===== config.mk =====
export PLATFORM = sky130hd
export DESIGN_NAME = cmem_arb_flat
export DESIGN_NICKNAME = d
export VERILOG_FILES = /design/src/rtl/cmem_arb_if.sv /design/src/rtl/cmem_arb.sv /design/src/flat_wrapper.sv
export SDC_FILE = /design/constraint.sdc
export NUM_CORES = 1
export LEC_CHECK = 0
export CORE_AREA = 2 2 550 552
export CTS_BUF_LIST = sky130_fd_sc_hd__clkbuf_4
export CTS_CLUSTER_DIAMETER = 50
export DETAILED_ROUTE_END_ITERATION = 8
export DIE_AREA = 0 0 552 554
export DONT_BUFFER_PORTS = 1
export PLACE_DENSITY_LB_ADDON = 0.3
export RECOVER_POWER = 100
export SLEW_MARGIN = 40
export SYNTH_ARGS = -nofsm -noshare
export SYNTH_HDL_FRONTEND = slang
export SYNTH_SLANG_ARGS = --single-unit

===== constraint.sdc =====
create_clock -name clk -period 2.3 [get_ports clk]
set_input_delay 0.575 -clock clk [delete_from_list [all_inputs] [get_ports clk]]
set_output_delay 0.575 -clock clk [all_outputs]
set_load 0.03 [all_outputs]

===== src/rtl/cmem_arb_if.sv =====
// cmem_arb_if: bundle of the requester-side and cmem-side signals of the
// shared cmem port arbiter.
//   requesters : i_* (imem refill read), d_* (dmem refill read), w_* (store)
//   cmem       : c_addr/c_len/c_wdata/c_rd/c_wr out, c_dv/c_rdata in
//   status     : rdata, err, timeout_err, err_clr
// modport slave  - the arbiter side
// modport master - the requester/cmem environment side
interface cmem_arb_if #(
  parameter int ADDR_W = 64,
  parameter int LINE_W = 512
);
  logic              i_req;
  logic [ADDR_W-1:0] i_addr;
  logic              i_gnt;
  logic              i_done;
  logic              d_req;
  logic [ADDR_W-1:0] d_addr;
  logic              d_gnt;
  logic              d_done;
  logic              w_req;
  logic [ADDR_W-1:0] w_addr;
  logic [2:0]        w_len;
  logic [63:0]       w_wdata;
  logic              w_gnt;
  logic              w_done;
  logic [ADDR_W-1:0] c_addr;
  logic [2:0]        c_len;
  logic [63:0]       c_wdata;
  logic              c_rd;
  logic              c_wr;
  logic              c_dv;
  logic [LINE_W-1:0] c_rdata;
  logic [LINE_W-1:0] rdata;
  logic              err;
  logic              timeout_err;
  logic              err_clr;

  modport slave (
    input  i_req, i_addr, d_req, d_addr, w_req, w_addr, w_len, w_wdata,
           c_dv, c_rdata, err_clr,
    output i_gnt, i_done, d_gnt, d_done, w_gnt, w_done,
           c_addr, c_len, c_wdata, c_rd, c_wr, rdata, err, timeout_err
  );

  modport master (
    output i_req, i_addr, d_req, d_addr, w_req, w_addr, w_len, w_wdata,
           c_dv, c_rdata, err_clr,
    input  i_gnt, i_done, d_gnt, d_done, w_gnt, w_done,
           c_addr, c_len, c_wdata, c_rd, c_wr, rdata, err, timeout_err
  );
endinterface


===== src/rtl/cmem_arb.sv =====
// cmem_arb: arbiter/sequencer for the shared cmem port.
// Three requesters (imem read, dmem read, store write) share one path into
// cmem. Round-robin I->D->W with a store-before-load override when the store
// and the dmem read hit the same line. One transaction in flight; a watchdog
// terminates transactions that see no c_dv within TIMEOUT busy cycles.
// Ports:
//   clk   - clock
//   rst_n - async active-low reset
//   bus   - cmem_arb_if.slave (requester handshakes, cmem strobes, status)
//
// state     | meaning
// ST_IDLE   | waiting for a request; arbitrates each cycle
// ST_BUSY   | transaction issued to cmem; waiting for c_dv or timeout
// ST_DONE   | one-cycle completion; no grant so the requester can drop req
module cmem_arb #(
  parameter int ADDR_W  = 64,
  parameter int LINE_W  = 512,
  parameter int OFFS_W  = 6,
  parameter int TIMEOUT = 255
) (
  input logic       clk,
  input logic       rst_n,
  cmem_arb_if.slave bus
);
  localparam int CNT_W = (TIMEOUT > 0) ? $clog2(TIMEOUT + 1) : 1;
  localparam logic [CNT_W-1:0] TO_C = CNT_W'(TIMEOUT);

  localparam logic [1:0] SRC_I = 2'd0;
  localparam logic [1:0] SRC_D = 2'd1;
  localparam logic [1:0] SRC_W = 2'd2;

  typedef enum logic [1:0] {ST_IDLE, ST_BUSY, ST_DONE} state_t;

  state_t            r_state;
  state_t            w_state_nxt;
  logic [1:0]        r_sel;
  logic [1:0]        r_rr_last;
  logic              r_first;
  logic [ADDR_W-1:0] r_addr;
  logic [2:0]        r_len;
  logic [63:0]       r_wdata;
  logic [CNT_W-1:0]  r_cnt;
  logic [LINE_W-1:0] r_rdata;
  logic              r_to;
  logic              r_to_sticky;

  logic              w_same_line;
  logic              w_d_eff;
  logic              w_any;
  logic [1:0]        w_win;
  logic              w_to_hit;
  logic              w_grant;

  // A store to the same line as a pending dmem read masks the read so the
  // load observes the stored data.
  assign w_same_line = (bus.w_addr[ADDR_W-1:OFFS_W] == bus.d_addr[ADDR_W-1:OFFS_W]);
  assign w_d_eff     = bus.d_req && !(bus.w_req && w_same_line);
  assign w_any       = bus.i_req || w_d_eff || bus.w_req;
  assign w_grant     = (r_state == ST_IDLE) && w_any;
  // c_dv takes precedence over a coincident timeout.
  assign w_to_hit    = (TIMEOUT != 0) && (r_state == ST_BUSY) && !bus.c_dv && (r_cnt == TO_C);

  always_comb begin
    w_win = SRC_I;
    case (r_rr_last)
      SRC_I: begin
        if (w_d_eff)         w_win = SRC_D;
        else if (bus.w_req)  w_win = SRC_W;
        else                 w_win = SRC_I;
      end
      SRC_D: begin
        if (bus.w_req)       w_win = SRC_W;
        else if (bus.i_req)  w_win = SRC_I;
        else                 w_win = SRC_D;
      end
      default: begin
        if (bus.i_req)       w_win = SRC_I;
        else if (w_d_eff)    w_win = SRC_D;
        else                 w_win = SRC_W;
      end
    endcase
  end

  // state register
  always_ff @(posedge clk or negedge rst_n) begin
    if (!rst_n) r_state <= ST_IDLE;
    else        r_state <= w_state_nxt;
  end

  // next-state
  always_comb begin
    w_state_nxt = r_state;
    case (r_state)
      ST_IDLE: if (w_any) w_state_nxt = ST_BUSY;
      ST_BUSY: if (bus.c_dv || w_to_hit) w_state_nxt = ST_DONE;
      ST_DONE: w_state_nxt = ST_IDLE;
      default: w_state_nxt = ST_IDLE;
    endcase
  end

  // transaction datapath, watchdog and status
  always_ff @(posedge clk or negedge rst_n) begin
    if (!rst_n) begin
      r_sel       <= SRC_I;
      r_rr_last   <= SRC_W;
      r_first     <= 1'b0;
      r_addr      <= '0;
      r_len       <= '0;
      r_wdata     <= '0;
      r_cnt       <= '0;
      r_rdata     <= '0;
      r_to        <= 1'b0;
      r_to_sticky <= 1'b0;
    end else begin
      r_first <= 1'b0;
      if (w_grant) begin
        r_sel     <= w_win;
        r_rr_last <= w_win;
        r_first   <= 1'b1;
        r_cnt     <= '0;
        r_to      <= 1'b0;
        case (w_win)
          SRC_I: begin
            r_addr  <= bus.i_addr;
            r_len   <= '0;
            r_wdata <= '0;
          end
          SRC_D: begin
            r_addr  <= bus.d_addr;
            r_len   <= '0;
            r_wdata <= '0;
          end
          default: begin
            r_addr  <= bus.w_addr;
            r_len   <= bus.w_len;
            r_wdata <= bus.w_wdata;
          end
        endcase
      end
      if (r_state == ST_BUSY) begin
        r_to <= w_to_hit;
        if (!bus.c_dv && (r_cnt != TO_C)) r_cnt <= r_cnt + CNT_W'(1);
        if (bus.c_dv && (r_sel != SRC_W)) r_rdata <= bus.c_rdata;
      end
      // a new timeout beats a simultaneous clear
      if (w_to_hit)         r_to_sticky <= 1'b1;
      else if (bus.err_clr) r_to_sticky <= 1'b0;
    end
  end

  // outputs
  always_comb begin
    bus.c_rd        = (r_state == ST_BUSY) && (r_sel != SRC_W);
    bus.c_wr        = (r_state == ST_BUSY) && (r_sel == SRC_W);
    bus.i_gnt       = (r_state == ST_BUSY) && r_first && (r_sel == SRC_I);
    bus.d_gnt       = (r_state == ST_BUSY) && r_first && (r_sel == SRC_D);
    bus.w_gnt       = (r_state == ST_BUSY) && r_first && (r_sel == SRC_W);
    bus.i_done      = (r_state == ST_DONE) && (r_sel == SRC_I);
    bus.d_done      = (r_state == ST_DONE) && (r_sel == SRC_D);
    bus.w_done      = (r_state == ST_DONE) && (r_sel == SRC_W);
    bus.err         = (r_state == ST_DONE) && r_to;
    bus.c_addr      = r_addr;
    bus.c_len       = r_len;
    bus.c_wdata     = r_wdata;
    bus.rdata       = r_rdata;
    bus.timeout_err = r_to_sticky;
  end
endmodule

===== src/flat_wrapper.sv =====
// flat-port wrapper written by rule: the top's interface ports become plain ports
module cmem_arb_flat 
#(
  parameter int ADDR_W  = 64,
  parameter int LINE_W  = 512,
  parameter int OFFS_W  = 6,
  parameter int TIMEOUT = 255
)
  (clk, rst_n, bus_i_req, bus_i_addr, bus_d_req, bus_d_addr, bus_w_req, bus_w_addr, bus_w_len, bus_w_wdata, bus_c_dv, bus_c_rdata, bus_err_clr, bus_i_gnt, bus_i_done, bus_d_gnt, bus_d_done, bus_w_gnt, bus_w_done, bus_c_addr, bus_c_len, bus_c_wdata, bus_c_rd, bus_c_wr, bus_rdata, bus_err, bus_timeout_err);
  cmem_arb_if #(.ADDR_W(ADDR_W), .LINE_W(LINE_W)) bus_i ();
  input logic clk;
  input logic rst_n;
  input wire logic [$bits(bus_i.i_req)-1:0] bus_i_req;
  input wire logic [$bits(bus_i.i_addr)-1:0] bus_i_addr;
  input wire logic [$bits(bus_i.d_req)-1:0] bus_d_req;
  input wire logic [$bits(bus_i.d_addr)-1:0] bus_d_addr;
  input wire logic [$bits(bus_i.w_req)-1:0] bus_w_req;
  input wire logic [$bits(bus_i.w_addr)-1:0] bus_w_addr;
  input wire logic [$bits(bus_i.w_len)-1:0] bus_w_len;
  input wire logic [$bits(bus_i.w_wdata)-1:0] bus_w_wdata;
  input wire logic [$bits(bus_i.c_dv)-1:0] bus_c_dv;
  input wire logic [$bits(bus_i.c_rdata)-1:0] bus_c_rdata;
  input wire logic [$bits(bus_i.err_clr)-1:0] bus_err_clr;
  output wire logic [$bits(bus_i.i_gnt)-1:0] bus_i_gnt;
  output wire logic [$bits(bus_i.i_done)-1:0] bus_i_done;
  output wire logic [$bits(bus_i.d_gnt)-1:0] bus_d_gnt;
  output wire logic [$bits(bus_i.d_done)-1:0] bus_d_done;
  output wire logic [$bits(bus_i.w_gnt)-1:0] bus_w_gnt;
  output wire logic [$bits(bus_i.w_done)-1:0] bus_w_done;
  output wire logic [$bits(bus_i.c_addr)-1:0] bus_c_addr;
  output wire logic [$bits(bus_i.c_len)-1:0] bus_c_len;
  output wire logic [$bits(bus_i.c_wdata)-1:0] bus_c_wdata;
  output wire logic [$bits(bus_i.c_rd)-1:0] bus_c_rd;
  output wire logic [$bits(bus_i.c_wr)-1:0] bus_c_wr;
  output wire logic [$bits(bus_i.rdata)-1:0] bus_rdata;
  output wire logic [$bits(bus_i.err)-1:0] bus_err;
  output wire logic [$bits(bus_i.timeout_err)-1:0] bus_timeout_err;
  assign bus_i.i_req = bus_i_req;
  assign bus_i.i_addr = bus_i_addr;
  assign bus_i.d_req = bus_d_req;
  assign bus_i.d_addr = bus_d_addr;
  assign bus_i.w_req = bus_w_req;
  assign bus_i.w_addr = bus_w_addr;
  assign bus_i.w_len = bus_w_len;
  assign bus_i.w_wdata = bus_w_wdata;
  assign bus_i.c_dv = bus_c_dv;
  assign bus_i.c_rdata = bus_c_rdata;
  assign bus_i.err_clr = bus_err_clr;
  assign bus_i_gnt = bus_i.i_gnt;
  assign bus_i_done = bus_i.i_done;
  assign bus_d_gnt = bus_i.d_gnt;
  assign bus_d_done = bus_i.d_done;
  assign bus_w_gnt = bus_i.w_gnt;
  assign bus_w_done = bus_i.w_done;
  assign bus_c_addr = bus_i.c_addr;
  assign bus_c_len = bus_i.c_len;
  assign bus_c_wdata = bus_i.c_wdata;
  assign bus_c_rd = bus_i.c_rd;
  assign bus_c_wr = bus_i.c_wr;
  assign bus_rdata = bus_i.rdata;
  assign bus_err = bus_i.err;
  assign bus_timeout_err = bus_i.timeout_err;
  cmem_arb #(.ADDR_W(ADDR_W), .LINE_W(LINE_W), .OFFS_W(OFFS_W), .TIMEOUT(TIMEOUT)) u_core (.clk(clk), .rst_n(rst_n), .bus(bus_i));
endmodule

==> impl_summary.txt, run 1 <==
----------------------------------------------------
[Outcome]
  Run status ... stopped before the end
  Halt point of the flow ... 4_1_cts
  First error ... [ERROR RSZ-0060] Max buffer count reached.

[Synth]
  Number of enable flip-flop cells after synthesis ... 0
  Netlist cell types ... 44
  Cell area after technology mapping ... 25700 um2
  Most common flop cell mapped by yosys ... dfrtp_1
  Post-synth net total ... 2453
  Part of the Yosys area used for sequential elements ... 64.1%
  Yosys synthesis warning count ... 0
  Average footprint of a synthesized cell ... 15.4 um2
  Mapped Cells ... 1674
  Post-synthesis sequential element count ... 659
  Async S/R FF share, synth ... 100%

[Die]
  Height of the chip ... 554 um
  Die W ... 552 um
  Effective utilization at floorplan ... 8.59%
  Num ports ... 1431
  Row count ... 201

[Clocking]
  Cells resized by post-CTS repair ... 717
  Number of sinks handled by clock tree synthesis ... 659
  Level count of the clock H-tree ... 4
  Largest buffer count on any clock path ... 4
  Count of hold-fix buffers inserted at cts ... 1198
  Number of post-CTS setup repair buffers ... 5
  TritonCTS Buffers ... 209
  Root buffer selected by CTS ... clkbuf_4

[Placement]
  Final weighted congestion in routability-driven placement ... 1.08
  DP Cell Count ... 5618
  Number of port buffers ... 0
  Total half-perimeter wirelength after legalization and detailed placement ... 170000 um
  Placement-stage cell area ... 31400 um2

----------------------------------------------------
-- logic make-up after synthesis --
| family | Yosys count | share of synthesized area, % |
|---|---|---|
| flip-flops | 659 | 64.1 |
| multiplexers | 512 | 22.4 |
| XOR/XNOR | 34 | 1.16 |
| buffers and inverters | 116 | 1.79 |
| adder cells (fa/ha/maj) | 1 | 0.0486 |
| AND/OR/NAND/NOR | 116 | 2.41 |
| AO/OA/AOI/OAI | 236 | 8.06 |
-- Yosys cell counts (2+ instances only) --
| cell type | instances | area share, % |
|---|---|---|
| dfrtp_1 | 658 | 64 |
| mux2_2 | 512 | 22 |
| a22o_1 | 127 | 4.3 |
| clkbuf_1 | 83 | 1.2 |
| a221o_1 | 59 | 2.3 |
| nor2_1 | 27 | 0.39 |
| xnor2_1 | 27 | 0.92 |
| nor2b_1 | 23 | 0.56 |
| inv_1 | 18 | 0.26 |
| nand2_1 | 18 | 0.26 |
| nand2b_1 | 14 | 0.34 |
| o21ai_0 | 14 | 0.27 |
| buf_2 | 9 | 0.18 |
| nand4_1 | 9 | 0.22 |
| a21oi_1 | 7 | 0.14 |
| a221oi_1 | 7 | 0.24 |
| nand3_1 | 7 | 0.14 |
| xor2_1 | 7 | 0.24 |
| a2111oi_0 | 6 | 0.20 |
| and3_1 | 6 | 0.15 |
| o22ai_1 | 4 | 0.097 |
| buf_1 | 3 | 0.044 |
| nor4_1 | 3 | 0.073 |
| o2111a_1 | 3 | 0.13 |
| buf_6 | 2 | 0.088 |
| nor3_1 | 2 | 0.039 |
| o31ai_1 | 2 | 0.058 |
-- metrics by stage --
step	setup WS, ps	TNS [ps]	hold WS [ps]
3_3_place_gp	-1180	-142590	298
3_5_place_dp	-1210	-149000	500
2_1_floorplan	-604	-62970	279
==> run 2: changes to the inputs <==
--- a/config.mk
+++ b/config.mk
@@ -5,13 +5,11 @@
 export SDC_FILE = /design/constraint.sdc
 export NUM_CORES = 1
 export LEC_CHECK = 0
-export CORE_AREA = 2 2 550 552
-export CTS_BUF_LIST = sky130_fd_sc_hd__clkbuf_4
-export CTS_CLUSTER_DIAMETER = 50
+export CORE_AREA = 2 2 565 567
 export DETAILED_ROUTE_END_ITERATION = 8
-export DIE_AREA = 0 0 552 554
+export DIE_AREA = 0 0 567 569
 export DONT_BUFFER_PORTS = 1
-export PLACE_DENSITY_LB_ADDON = 0.3
+export PLACE_DENSITY_LB_ADDON = 0.15
 export RECOVER_POWER = 100
 export SLEW_MARGIN = 40
 export SYNTH_ARGS = -nofsm -noshare
==> run 2 against run 1 <==
The flow now finishes, with violations (capacitance limit, slew limit, setup timing). Area after synthesis unchanged. Synthesized cell count unchanged.
==> impl_summary.txt, run 2 <==
----------------------------------------------------
[Outcome]
  Run status ... finished, violations left
  Violations in the final reports ... capacitance limit, slew limit, setup timing

[STA]
  Max Transition Viols Final ... 28
  Number of failing setup endpoints in the final timing report ... 393
  Crit path time final ... 2670 ps
  Total negative slack ... -50040 ps
  Upper clock frequency limit ... 375 MHz
  Share of the clock period used by the worst path ... 116%
  Setup repair after global routing missed its margin ... yes
  Post-layout worst setup margin ... -366 ps
  Worst clock skew ... 33.5 ps
  Relative slew slack ... -6.92%
  Hold Violations, Final ... 0
  Worst slack on hold paths ... 171 ps
  Measured slew at the worst slew-check pin ... 1600 ps

[Synth]
  Cell area after technology mapping ... 25700 um2 (unchanged)
  Yosys synthesis warning count ... 0 (unchanged)
  Multiplexer share of the synthesized area ... 22.4% (unchanged)
  Most common flop cell mapped by yosys ... dfrtp_1
  Adder-Cell Fraction of Synth Area ... 0.0486% (unchanged)
  Share of the synthesized area in compound gates (AO/OA/AOI/OAI) ... 8.06% (unchanged)
  Async S/R FF share, synth ... 100% (unchanged)
  Top post-synthesis cells by count ... 658 x dfrtp_1, 512 x mux2_2, 127 x a22o_1
  Average footprint of a synthesized cell ... 15.4 um2 (unchanged)
  Post-synth net total ... 2453 (unchanged)
  Area fraction of the dominant cell type after synthesis ... 64.0% (unchanged)
  Synth area leaders ... dfrtp_1 64%, mux2_2 22%, a22o_1 4.3%
  Post-synthesis sequential element count ... 659 (unchanged)
  Most repeated cell in the gate-level netlist after synthesis ... dfrtp_1
  Share of synthesized cell area in and, or, nand and nor gates ... 2.41% (unchanged)
  Combinational family with the most area after synthesis ... multiplexers
  Post-synthesis share of cell area spent on xor and xnor gates ... 1.16% (unchanged)
  Netlist cell types ... 44 (unchanged)
  Number of enable flip-flop cells after synthesis ... 0 (unchanged)
  Part of the Yosys area used for sequential elements ... 64.1% (unchanged)
  Post-synth top area cell ... dfrtp_1
  Mapped Cells ... 1674 (unchanged)

[Detailed routing]
  Vias per cell ... 2.87
  Routed Wire Length ... 202000 um
  Via count ... 19800
  Post-DRT Antenna Nets ... 0
  Routed wirelength normalized by instance count ... 29.3 um
  First-pass detailed-route iteration total ... 5
  Detailed Route Iter0 Violations ... 890
  Post-route DRC ... 0

[Clocking]
  Number of sinks handled by clock tree synthesis ... 659 (unchanged)
  Root buffer selected by CTS ... clkbuf_16
  Level count of the clock H-tree ... 3 (-1)
  Clock transition time at the flip-flop clock pins of the worst setup and hold paths ... 70 ps
  Clk Latency, worst-skew pair ... 820 ps
  TritonCTS clock tree ... yes
  Largest buffer count on any clock path ... 4 (unchanged)
  TritonCTS Buffers ... 96 (-54%)

[GRT]
  First-pass GRT wire length ... 253000 um
  Overall routing resource usage ... 12.1%
  Overflow left after global routing ... 0
  Via count of the first global-routing pass ... 21600
  Largest net degree at the start of global routing ... 660
  Number of antenna violations at the first check in global routing ... 109

[Die]
  Die Footprint ... 323000 um2
  Height of the chip ... 569 um (+2.7%)
  Num ports ... 1431 (unchanged)
  Row count ... 207 (+3.0%)
  Effective utilization at floorplan ... 8.12% (-0.47 points)
  Die W ... 567 um (+2.7%)
  Area of the core region ... 317000 um2

[Final layout]
  Area added between synthesis and finish ... 71.1%
  Number of nets at the end of the flow ... 3387
  Multi-input gate area ... 9060 um2
  Most common cell after layout, fill and taps aside ... dlygate4sd3_1
  Share of cells above drive strength 1 ... 33.6%
  Number of flip-flops under the largest register name ... 512
  Flip-flop and latch area ... 16600 um2
  Finished Core Util ... 13.9%
  Top library cells by usage in the layout, fill and taps aside ... 776 x dlygate4sd3_1, 606 x dfrtp_1, 512 x mux2_2
  Fillers ... 35400

[Critical path]
  Signal arrival time at the worst endpoint ... 3340 ps
  R2R Setup Slk ... -160 ps
  Worst flop-to-flop path endpoint ... u_core.bus.c_addr[19]
  Delay of the slowest cell on the worst path ... 530 ps
  Termination of the worst setup path ... u_core.bus.c_addr[19]
  Source of the critical timing path ... bus_w_addr[42]
  Path length in cells of the critical path ... 12
  Critical path required time ... 2970 ps
  Path depth of the worst reg2reg path ... 9
  RR Startpoint ... u_core.r_rr_last[0]
  Largest delay contributor family on the critical path ... simple AND/OR/NAND/NOR gates
  Category of the most critical setup path ... in2reg
  Worst path cell trace ... xnor2_4, buf_6, nand4_1, or4_4, or4_4, o21ai_4, buf_6, nor2_4, buf_12, buf_16, a22o_1, a221o_1
  Crit start category ... primary input
  Worst path slowest cell ... or4_4
  CP Max Fanout ... 5
  Capturing element type of the critical path ... flip-flop
  Sum of buffers and inverters on the critical path ... 4

[Flow run]
  Total of max-cap violations ... 1

[Power and ir drop]
  Leakage ... 17.2 nW
  Power density of the placed cells ... 1580 nW/um2
  Worst IR drop on VDD ... 0.000634 V

[Placement]
  Final weighted congestion in routability-driven placement ... 0.804 (-26%)
  Total half-perimeter wirelength after legalization and detailed placement ... 164000 um (-3.2%)
  Setup slack after placement ... -1360 ps (-155 ps)
  Number of port buffers ... 0 (unchanged)

[Min path]
  Kind of path behind the tightest hold check ... in2reg

----------------------------------------------------
-- run 2: cell counts after synthesis --
Identical to the previous run, type by type.
-- run 2: metrics by stage --
stage          cells  area [um2]  total power [W]
2_1_floorplan   1674       25800           0.0408
3_3_place_gp    5866       31800           0.0528
3_5_place_dp    5866       31800           0.0527
4_1_cts         6853       43900           0.0715
5_1_grt         6878       44000           0.0737
6_report        6896       44000           0.0696
-- run 2: layer usage --
| layer | vias to the layer above | global-route usage (%) | wire length [um] |
|---|---|---|---|
| met5 | - | 0 | 345 |
| met4 | 54 | 3.59 | 6370 |
| met3 | 349 | 9.15 | 34700 |
| met2 | 1244 | 19.0 | 90500 |
| met1 | 9998 | 12.4 | 70400 |
| li1 | 8121 | - | - |
-- run 2: how the worst min path moves through the flow --
| stage | from | endpoint | slack, ps | cells past startpoint |
|---|---|---|---|---|
| after floorplan | rst_n | u_core.bus.c_addr[0] | 280 | 0 |
| after global placement | rst_n | u_core.bus.rdata[74] | 290 | 0 |
| after detailed placement | rst_n | u_core.bus.rdata[71] | 290 | 0 |
| after CTS | rst_n | u_core.bus.rdata[71] | -610 | 0 |
| after global routing | bus_c_dv | u_core.r_to | 120 | 2 |
| final | bus_c_dv | u_core.r_to | 170 | 2 |
-- run 2: cell families (layout without fill, tap and decap cells) --
| kind of cell | after synthesis | in the layout |
|---|---|---|
| XOR/XNOR | 34 | 34 |
| multiplexers | 512 | 512 |
| adder cells (fa/ha/maj) | 1 | 1 |
| flip-flops | 659 | 659 |
| AND/OR/NAND/NOR | 116 | 117 |
| other | 0 | 37 |
| buffers and inverters | 116 | 1120 |
| AO/OA/AOI/OAI | 236 | 236 |
-- run 2: area by class of cell --
cell class / instances / area share (%)
antenna: 37 / 0.210
clock inverter: 27 / 0.839
sequential: 659 / 37.6
timing repair buffer: 932 / 22.3
multi-input combinational: 900 / 20.6
clock buffer: 142 / 6.33
inverter: 19 / 0.162
tap: 4180 / 11.9
-- run 2: power breakdown --
part | total, W | internal [W] | switching (W)
Combinational | 0.0150 | 0.00881 | 0.00614
Sequential | 0.0392 | 0.0172 | 0.0220
Clock | 0.0154 | 0.00912 | 0.00629
Total | 0.0696 | 0.0351 | 0.0345
-- run 2: timing repair --
| action | in CTS | in global routing |
|---|---|---|
| buffers inserted | 28 | 7 |
| resized for setup | 126 | 42 |
| setup endpoints to repair | 171 | 176 |
| hold endpoints to repair | 1306 | 202 |
| hold buffers | 775 | 4 |
| pin swaps | 54 | 22 |
| gates cloned | 17 | 1 |
No activity file was read; power rests on OpenSTA's default activity.
==> run 3: changes to the inputs <==
--- a/config.mk
+++ b/config.mk
@@ -8,7 +8,6 @@
 export CORE_AREA = 2 2 565 567
 export DETAILED_ROUTE_END_ITERATION = 8
 export DIE_AREA = 0 0 567 569
-export DONT_BUFFER_PORTS = 1
 export PLACE_DENSITY_LB_ADDON = 0.15
 export RECOVER_POWER = 100
 export SLEW_MARGIN = 40
==> run 3 against run 2 <==
The flow finishes with violations (setup timing). Largest power group is now combinational logic. Core utilization rose by 2.0 points. Cell count rose by 11%. Final area rose by 14%. Largest cell class unchanged. Sequential share of layout area fell by 4.8 points. Total power rose by 11%.
==> impl_summary.txt, run 3 (same netlist as run 2, synthesis figures left out) <==
----------------------------------------------------
[Clocking]
  Clk Latency, worst-skew pair ... 840 ps (+20 ps)
  TritonCTS Buffers ... 102 (+6.3%)
  Root buffer selected by CTS ... clkbuf_16
  Largest buffer count on any clock path ... 4 (unchanged)
  Clock transition time at the flip-flop clock pins of the worst setup and hold paths ... 60 ps (about the same)
  Number of sinks handled by clock tree synthesis ... 659 (unchanged)
  Level count of the clock H-tree ... 3 (unchanged)
  TritonCTS clock tree ... yes

[Detailed routing]
  Post-route DRC ... 0 (unchanged)
  Detailed Route Iter0 Violations ... 898 (+0.90%)
  Routed wirelength normalized by instance count ... 28.0 um (-4.6%)
  Post-DRT Antenna Nets ... 0 (unchanged)
  First-pass detailed-route iteration total ... 5 (unchanged)
  Via count ... 22500 (+14%)
  Routed Wire Length ... 214000 um (+5.9%)
  Vias per cell ... 2.94 (+2.5%)

[Outcome]
  Run status ... finished, violations left
  Violations in the final reports ... setup timing

[Critical path]
  Crit start category ... primary input
  Path depth of the worst reg2reg path ... 9 (unchanged)
  Category of the most critical setup path ... in2reg
  CP Max Fanout ... 5 (unchanged)
  Signal arrival time at the worst endpoint ... 3640 ps (+300 ps)
  Source of the critical timing path ... bus_d_addr[52]
  Capturing element type of the critical path ... flip-flop
  RR Startpoint ... u_core.r_state[1]
  Critical path required time ... 2960 ps (about the same)

[Placement]
  Placement-stage cell area ... 46700 um2 (+47%)
  Number of port buffers ... 1430 (+1430)
  DP Cell Count ... 7398 (+26%)
  Final weighted congestion in routability-driven placement ... 0.877 (+9.0%)
  Total half-perimeter wirelength after legalization and detailed placement ... 180000 um (+9.5%)

[Final layout]
  Most common cell after layout, fill and taps aside ... clkdlybuf4s50_1
  Final Instance Area ... 50300 um2 (+14%)
  Share of cells above drive strength 1 ... 36.4% (+2.9 points)
  Area added between synthesis and finish ... 95.6%
  Number of nets at the end of the flow ... 4154 (+23%)
  Final non-filler cell total ... 7648 (+11%)
  Top library cells by usage in the layout, fill and taps aside ... 740 x clkdlybuf4s50_1, 647 x dfrtp_1, 512 x mux2_2
  Number of flip-flops under the largest register name ... 512 (unchanged)

[STA]
  Share of the clock period used by the worst path ... 130% (+14 points)
  Crit path time final ... 2990 ps (+321 ps)
  Max Transition Viols Final ... 0 (-100%)
  Setup repair after global routing missed its margin ... yes
  Post-layout worst setup margin ... -687 ps (-321 ps)
  Worst slack on hold paths ... 139 ps (-31.9 ps)
  Measured slew at the worst slew-check pin ... 1170 ps (-437 ps)
  Hold Violations, Final ... 0 (unchanged)
  Number of failing setup endpoints in the final timing report ... 450 (+15%)
  Upper clock frequency limit ... 335 MHz (-11%)
  Worst clock skew ... 76.3 ps (+42.7 ps)
  Relative slew slack ... 22.2% (+29 points)
  Total negative slack ... -116870 ps (-66830 ps)

[GRT]
  Overflow left after global routing ... 0 (unchanged)
  Largest net degree at the start of global routing ... 65 (-90%)
  Via count of the first global-routing pass ... 24200 (+12%)
  First-pass GRT wire length ... 271000 um (+7.0%)
  Number of antenna violations at the first check in global routing ... 157 (+44%)
  Overall routing resource usage ... 12.8% (+0.74 points)

[Die]
  Effective utilization at floorplan ... 8.12% (unchanged)
  Area of the core region ... 317000 um2 (unchanged)
  Height of the chip ... 569 um (unchanged)
  Num ports ... 1431 (unchanged)
  Row count ... 207 (unchanged)
  Die Footprint ... 323000 um2 (unchanged)
  Die W ... 567 um (unchanged)

[Flow run]
  Total of max-cap violations ... 0 (-1)

[Power and ir drop]
  Leakage ... 21.0 nW (+22%)
  Power density of the placed cells ... 1540 nW/um2 (-2.6%)
  Worst IR drop on VDD ... 0.000760 V (+20%)
  Total design power ... 0.0775 W (+11%)

[Min path]
  Kind of path behind the tightest hold check ... in2reg
  Number of instances on the worst hold path ... 3 (+1)
  Worst hold start ... bus_d_addr[42]

----------------------------------------------------
run 3: cell types whose count changed in the layout (fill, tap and decap cells not counted), moves of 21 or more:
cell	previous run	this run
clkdlybuf4s50_1	0	740
dlygate4sd2_1	0	332
buf_2	2	23
dfrtp_2	52	11
clkdlybuf4s15_1	0	36
dfrtp_1	606	647
buf_4	47	134
clkdlybuf4s15_2	0	61
clkbuf_2	6	171
dlygate4sd3_1	776	2
clkbuf_1	30	83
run 3: where the power goes:
group / leakage [nW] / total, W / internal (W) / switching, W
sequential: 7.94 / 0.0212 / 0.0174 / 0.00380
combinational: 11.3 / 0.0397 / 0.0147 / 0.0250
clock: 1.68 / 0.0166 / 0.0101 / 0.00654
run 3: worst paths after layout:
kind / endpoint / slack [ps]
max in group asynchronous: u_core.r_rr_last[1] / 170
worst max-delay path: u_core.bus.c_addr[51] / -690
min in group asynchronous: u_core.bus.rdata[141] / 560
worst max register to register: u_core.bus.rdata[147] / -210
worst min-delay path: u_core.bus.c_addr[42] / 140
worst min register to register: u_core.bus.rdata[356] / 500
run 3: worst max-delay path: stages:
cell and delay (ps):
clkdlybuf4s50_1 460, xnor2_1 580, nand4_1 190, nor4_1 230, buf_4 160, nand3_1 150
o21ai_4 230, a32o_2 240, nor3_4 50, buf_6 160, buf_12 140, clkbuf_16 150
a221o_1 310
run 3: per-layer routing:
metal | track usage [%] | share of wire (%) | wire (um) | vias to the layer above
met4 | 2.83 | 2.3 | 4890 | 94
met3 | 8.11 | 14 | 29700 | 348
li1 | - | - | - | 9632
met5 | 0 | 0.28 | 609 | -
met2 | 20.3 | 45 | 96200 | 1258
met1 | 14.3 | 39 | 82700 | 11100
run 3: what timing repair did:
action                                  in CTS  in global routing
endpoints found under the hold margin       40                  0
gates resized for setup                    903                 33
pin swaps                                   29                 29
gates cloned                                15                  7
hold buffers                                 1                  0
endpoints found under the setup margin     607                190
buffers inserted                            26                  8
run 3: area by class of cell:
| type | count | area [um2] |
|---|---|---|
| clock inverters | 30 | 499 |
| clock buffers | 148 | 2950 |
| diodes | 19 | 47.5 |
| multi-input cells | 899 | 9110 |
| repair buffers | 1694 | 15900 |
| flip-flops and latches | 659 | 16500 |
| fillers | 35200 | 266000 |
| well taps | 4180 | 5230 |
| inverters | 19 | 71.3 |
run 3: stage by stage:
step / utilization (%) / worst slack [ps]
detailed placement: 14.8 / -1900
finish: 15.9 / -687
floorplan: - / -604
global route: 15.9 / -604
CTS: 16.1 / -520
global placement: 14.8 / -1900
==> variant 1, RTL diff (flow settings as in run 3) <==
`ADDR_W` is set to 64 in 3 places; all go to 68.
--- a/src/rtl/cmem_arb_if.sv
+++ b/src/rtl/cmem_arb_if.sv
@@ -8,3 +8,3 @@
 interface cmem_arb_if #(
-  parameter int ADDR_W = 64,
+  parameter int ADDR_W = 68,
   parameter int LINE_W = 512
--- a/src/rtl/cmem_arb.sv
+++ b/src/rtl/cmem_arb.sv
@@ -15,3 +15,3 @@
 module cmem_arb #(
-  parameter int ADDR_W  = 64,
+  parameter int ADDR_W  = 68,
   parameter int LINE_W  = 512,
--- a/src/flat_wrapper.sv
+++ b/src/flat_wrapper.sv
@@ -3,3 +3,3 @@
 #(
-  parameter int ADDR_W  = 64,
+  parameter int ADDR_W  = 68,
   parameter int LINE_W  = 512,
Ports: changed (resized bus_c_addr, bus_d_addr, bus_i_addr and bus_w_addr); port bits go from 1431 to 1447. No check against the original RTL was run, so the function may have changed too.
==> variant 1 against run 3 <==
  * The flow still finishes with violations (negative setup slack)
  * Wire length increased by 14%
  * First-iteration DRC count up 55%
  * Synthesized area is 11% higher
  * Total power grew 4.7%
  * Fmax rose by 17%
  * Die area did not move
  * Critical path depth down 2
  * Highest routed layer unchanged
  * Cell area increased by 7.7%
  * Largest power group unchanged
  * Sequential cell count grew 4
  * Clock power shrank 2%
  * Synthesized cell count is 38% higher
  * Largest cell class unchanged
  * Worst hold slack worse by 12 ps
  * Combinational power increased by 9.1%
  * Worst setup slack improved by 440 ps
==> variant 1: results (changes against run 3) <==
Global routing
  • Vias in the first global route: 28.4k (+17%)
  • Met2 Track Usage GR: 0.228 (+0.0249)
  • Antenna violations before repair: 172 (+9.6%)
  • Tot GR Track Use: 0.145 (+0.0168)
  • GR Layer Usage met1: 0.161 (+0.0178)
  • Largest net degree at the start of global routing: 81 (+25%)

Pwr
  • P_leak: 22.5 nW (+7.5%)
  • Switch Pwr: 0.0391 W (+11%)
  • Peak supply drop: 665 uV (-13%)

Outcome
  • Failing checks: negative setup slack
  • Status: finished with violations

Synthesis
  • Seq/Total Area, Yosys: 0.580 (-0.0614)
  • Post-synth top cells: dfrtp_1, mux2_2, nand2_1
  • Area contributors post-synth: dfrtp_1, mux2_2, nand2_1
  • Mapped Nets: 3107 (+27%)

Cells and area
  • Signal buffers: 1795 (+6.0%)
  • NonClk Buf Share: 0.303 (-0.0132)
  • Clk cell area share: 0.0620 (-0.00652)
  • # fillers: 35.3k (+0.22%)

Timing
  • # setup viols final: 290 (-36%)
  • Final setup margin: -247 ps (+440 ps)

Routing
  • DRT iter0 DRCs: 1390 (+55%)
  • Routed vias/inst: 3.28 (+12%)

Critical path
  • Worst reg2reg endpoint: u_core.bus.rdata[56]
  • FF-to-FF setup slack: -90 ps (+120 ps)
  • R2r startpoint: u_core.r_rr_last[0]
  • Arr. time, crit path: 3190 ps (-450 ps)

Placement
  • DP Worst Slack: -1520 ps (+385 ps)
  • PortBufs: 1446 (+1.1%)
## variant 1: cell count changes in the layout (fill, tap and decap cells not counted), moves of 50 or more
cell	before	now
buf_4	134	212
a22o_1	127	0
nor2_1	21	137
dlygate4sd2_1	332	388
nand2_1	17	201
clkdlybuf4s50_1	740	664
a41oi_1	0	55
a221o_1	59	0
nand3_1	7	77
o31ai_1	2	52
a32oi_1	0	60
## variant 1: cells by family (layout without fill, tap and decap cells)
logic type      count (synthesis)  after routing  synth area share
simple gates                  606            606            0.0992
compound gates                307            307            0.0803
other cells                     0             38                 0
buf+inv                       187           1987            0.0265
mux                           512            512             0.201
flops                         663            663             0.580
xor+xnor                       40             40            0.0122
fa+ha+maj                       1              1          0.000437
## variant 1: worst min-delay path by stage
stage | start | to | slack (ps) | cells after the start
floorplan | rst_n | u_core.bus.c_addr[0] | 280 | 0
global placement | u_core.bus.c_wdata[45] | u_core.bus.c_wdata[45] | 460 | 2
detailed placement | u_core.bus.c_wdata[56] | u_core.bus.c_wdata[56] | 470 | 2
CTS | bus_d_addr[19] | u_core.bus.c_addr[19] | 90 | 3
global route | bus_d_addr[55] | u_core.bus.c_addr[55] | 80 | 3
finish | bus_d_addr[45] | u_core.bus.c_addr[45] | 130 | 3
## variant 1: power by group through the flow
stage	clock [W]	combinational (W)	sequential, W
2_1_floorplan	0	0.0101	0.0321
3_3_place_gp	0	0.0467	0.0219
3_5_place_dp	0	0.0466	0.0220
4_1_cts	0.0170	0.0452	0.0218
5_1_grt	0.0173	0.0459	0.0225
6_report	0.0162	0.0433	0.0217
## variant 1: repair_timing
item	in CTS	in global routing
gates cloned	9	8
endpoints found under the setup margin	668	151
gates resized for setup	1188	234
hold endpoints to repair	34	0
buffers inserted	27	15
pin swaps	52	73
hold buffers	1	0
==> variant 2, RTL diff (flow settings as in run 3) <==
Made on the original files. Make the reset (`rst_n`) synchronous in 2 clocked blocks. Comments in the files are not updated.
--- a/src/rtl/cmem_arb.sv
+++ b/src/rtl/cmem_arb.sv
@@ -84,3 +84,3 @@
   // state register
-  always_ff @(posedge clk or negedge rst_n) begin
+  always_ff @(posedge clk) begin
     if (!rst_n) r_state <= ST_IDLE;
@@ -101,3 +101,3 @@
   // transaction datapath, watchdog and status
-  always_ff @(posedge clk or negedge rst_n) begin
+  always_ff @(posedge clk) begin
     if (!rst_n) begin
Check against the original RTL: not equivalent (a bounded check fails within 4 cycles, from zero or initial values and one cycle with rst_n low; the reset may be asserted at any time).
==> variant 2 against run 3 <==
  * Cell area hardly changed
  * Critical endpoint is now bus_i_done
  * Synthesized area fell by 0.11%
  * Sequential share of layout area shrank 6.5 points
  * Largest cell class is now buffers
  * Critical path depth shrank 8
  * Worst setup slack better by 490 ps
  * Non-clock buffer count rose by 47
  * Sequential cell count unchanged
  * Wire length up 4.6%
  * The run still ends with negative setup slack left
Power is not compared: it rests on default switching activity, and its combinational part moved more than twofold at a synthesized area within 25%.
==> variant 2: results (changes against run 3) <==
Synthesis
  • Synth Flop Type: dfxtp_1
  • Synth cell types: 42 (-4.5%)
  • Synth Area in XOR/XNOR: 0.0160 (+0.00444)
  • Seq/Total Area, Yosys: 0.513 (-0.128)
  • Mux cell area share after synthesis: 0 (-0.224)
  • Area contributors post-synth: dfxtp_1, nand2_1, a21boi_0
  • Synth Area in Compound Gates: 0.228 (+0.147)
  • Area share of fa/ha/maj cells after synthesis: 0.000487 (+0.000000521)
  • Synth async-reset ratio: 0 (-1.00)

Timing
  • Final setup margin: -193 ps (+494 ps)
  • # setup viols final: 130 (-71%)
  • Skew final: 28.6 ps (-47.7 ps)

Cells and area
  • # fillers: 36.0k (+2.2%)

Critical path
  • FF-to-FF setup slack: -90 ps (+120 ps)
  • Slowest-stage cell, CP: dfxtp_2
  • CP max stage delay: 320 ps (-260 ps)
  • CP top delay family: simple AND/OR/NAND/NOR gates

Global routing
  • Tot GR Track Use: 0.133 (+0.00497)
  • First-pass GRT wire length: 291000 um (+7.3%)
  • Antenna violations before repair: 153 (-2.5%)

Outcome
  • Status: finished with violations
  • Failing checks: negative setup slack

Clocking
  • Skew-Pair Late Insertion Delay: 800 ps (-40 ps)
  • TritonCTS Buffers: 103 (+0.98%)

Placement
  • DP Worst Slack: -1670 ps (+228 ps)
  • DP HPWL: 186000 um (+3.4%)
  • Area after DPL: 47100 sq um (+0.80%)

Routing
  • Routed vias/inst: 3.23 (+10%)
  • DRT iter0 DRCs: 1571 (+75%)
  • WL/cell: 25.1 um (-10%)
==> variant 2: cell types whose count changed after synthesis, sizes merged, moves of 134 or more <==
cell and delta:
nand2 +1089, dfxtp +659, dfrtp -658, a21boi +515
mux2 -512, clkbuf +134
==> variant 2: report_power, final <==
group	internal [W]	leakage, nW	total (W)	switching, W
clock network	0.00957	1.64	0.0160	0.00642
logic	0.00321	12.4	0.00779	0.00459
registers	0.0121	5.37	0.0125	0.000404
total	0.0249	19.4	0.0363	0.0114
==> variant 2: layer usage <==
layer,GRT usage,part of all wire,up-vias
met1,0.164,0.43,13609
met5,0,0.0020,-
met4,0.0286,0.022,72
met2,0.205,0.43,1381
li1,-,-,13467
met3,0.0687,0.12,356
==> variant 2: final cells by class <==
| cell class | count | area share |
|---|---|---|
| diodes | 35 | 0.00174 |
| clock buffers | 152 | 0.0601 |
| clock inverters | 26 | 0.00593 |
| inverters | 10 | 0.000747 |
| multi-input cells | 2134 | 0.245 |
| flip-flops and latches | 659 | 0.263 |
| well taps | 4180 | 0.104 |
| repair buffers | 1741 | 0.319 |
==> variant 2: kinds of logic (layout without fill, tap and decap cells) <==
group | Yosys count | in the layout
and+or+nand+nor | 1284 | 1284
adders and majority gates | 1 | 1
xor gates and xnor gates | 47 | 47
AOI/OAI and AO/OA | 802 | 802
DFF | 659 | 659
buffers and inverters | 247 | 1929
other | 0 | 35
==> variant 2: final timing paths <==
check / from / to / cells past startpoint
worst max-delay path: u_core.r_state[0] / bus_i_done / 5
worst min register to register: u_core.bus.rdata[132] / u_core.bus.rdata[132] / 2
worst max register to register: u_core.r_state[0] / u_core.bus.rdata[435] / 9
worst min-delay path: bus_d_addr[44] / u_core.bus.c_addr[44] / 3
==> variant 2: worst min-delay path, cell delays in order <==
cell     delay [ps]
buf_6           110
nand2_1          60
a21oi_1          60
==> variant 2: per-stage QoR <==
stage,std cells,setup TNS [ps]
2_1_floorplan,3040,-8730
3_3_place_gp,8691,-181420
3_5_place_dp,8691,-188970
4_1_cts,8894,-2100
5_1_grt,8913,-62190
6_report,8937,-4070
==> variant 2: what timing repair did <==
item / 4_1_cts / 5_1_grt
setup buffers: 23 / 12
hold buffers: 3 / 0
hold endpoints to repair: 3 / 0
resized for setup: 989 / 89
setup endpoints to repair: 686 / 157
cloned: 5 / 1
pin swaps: 52 / 47
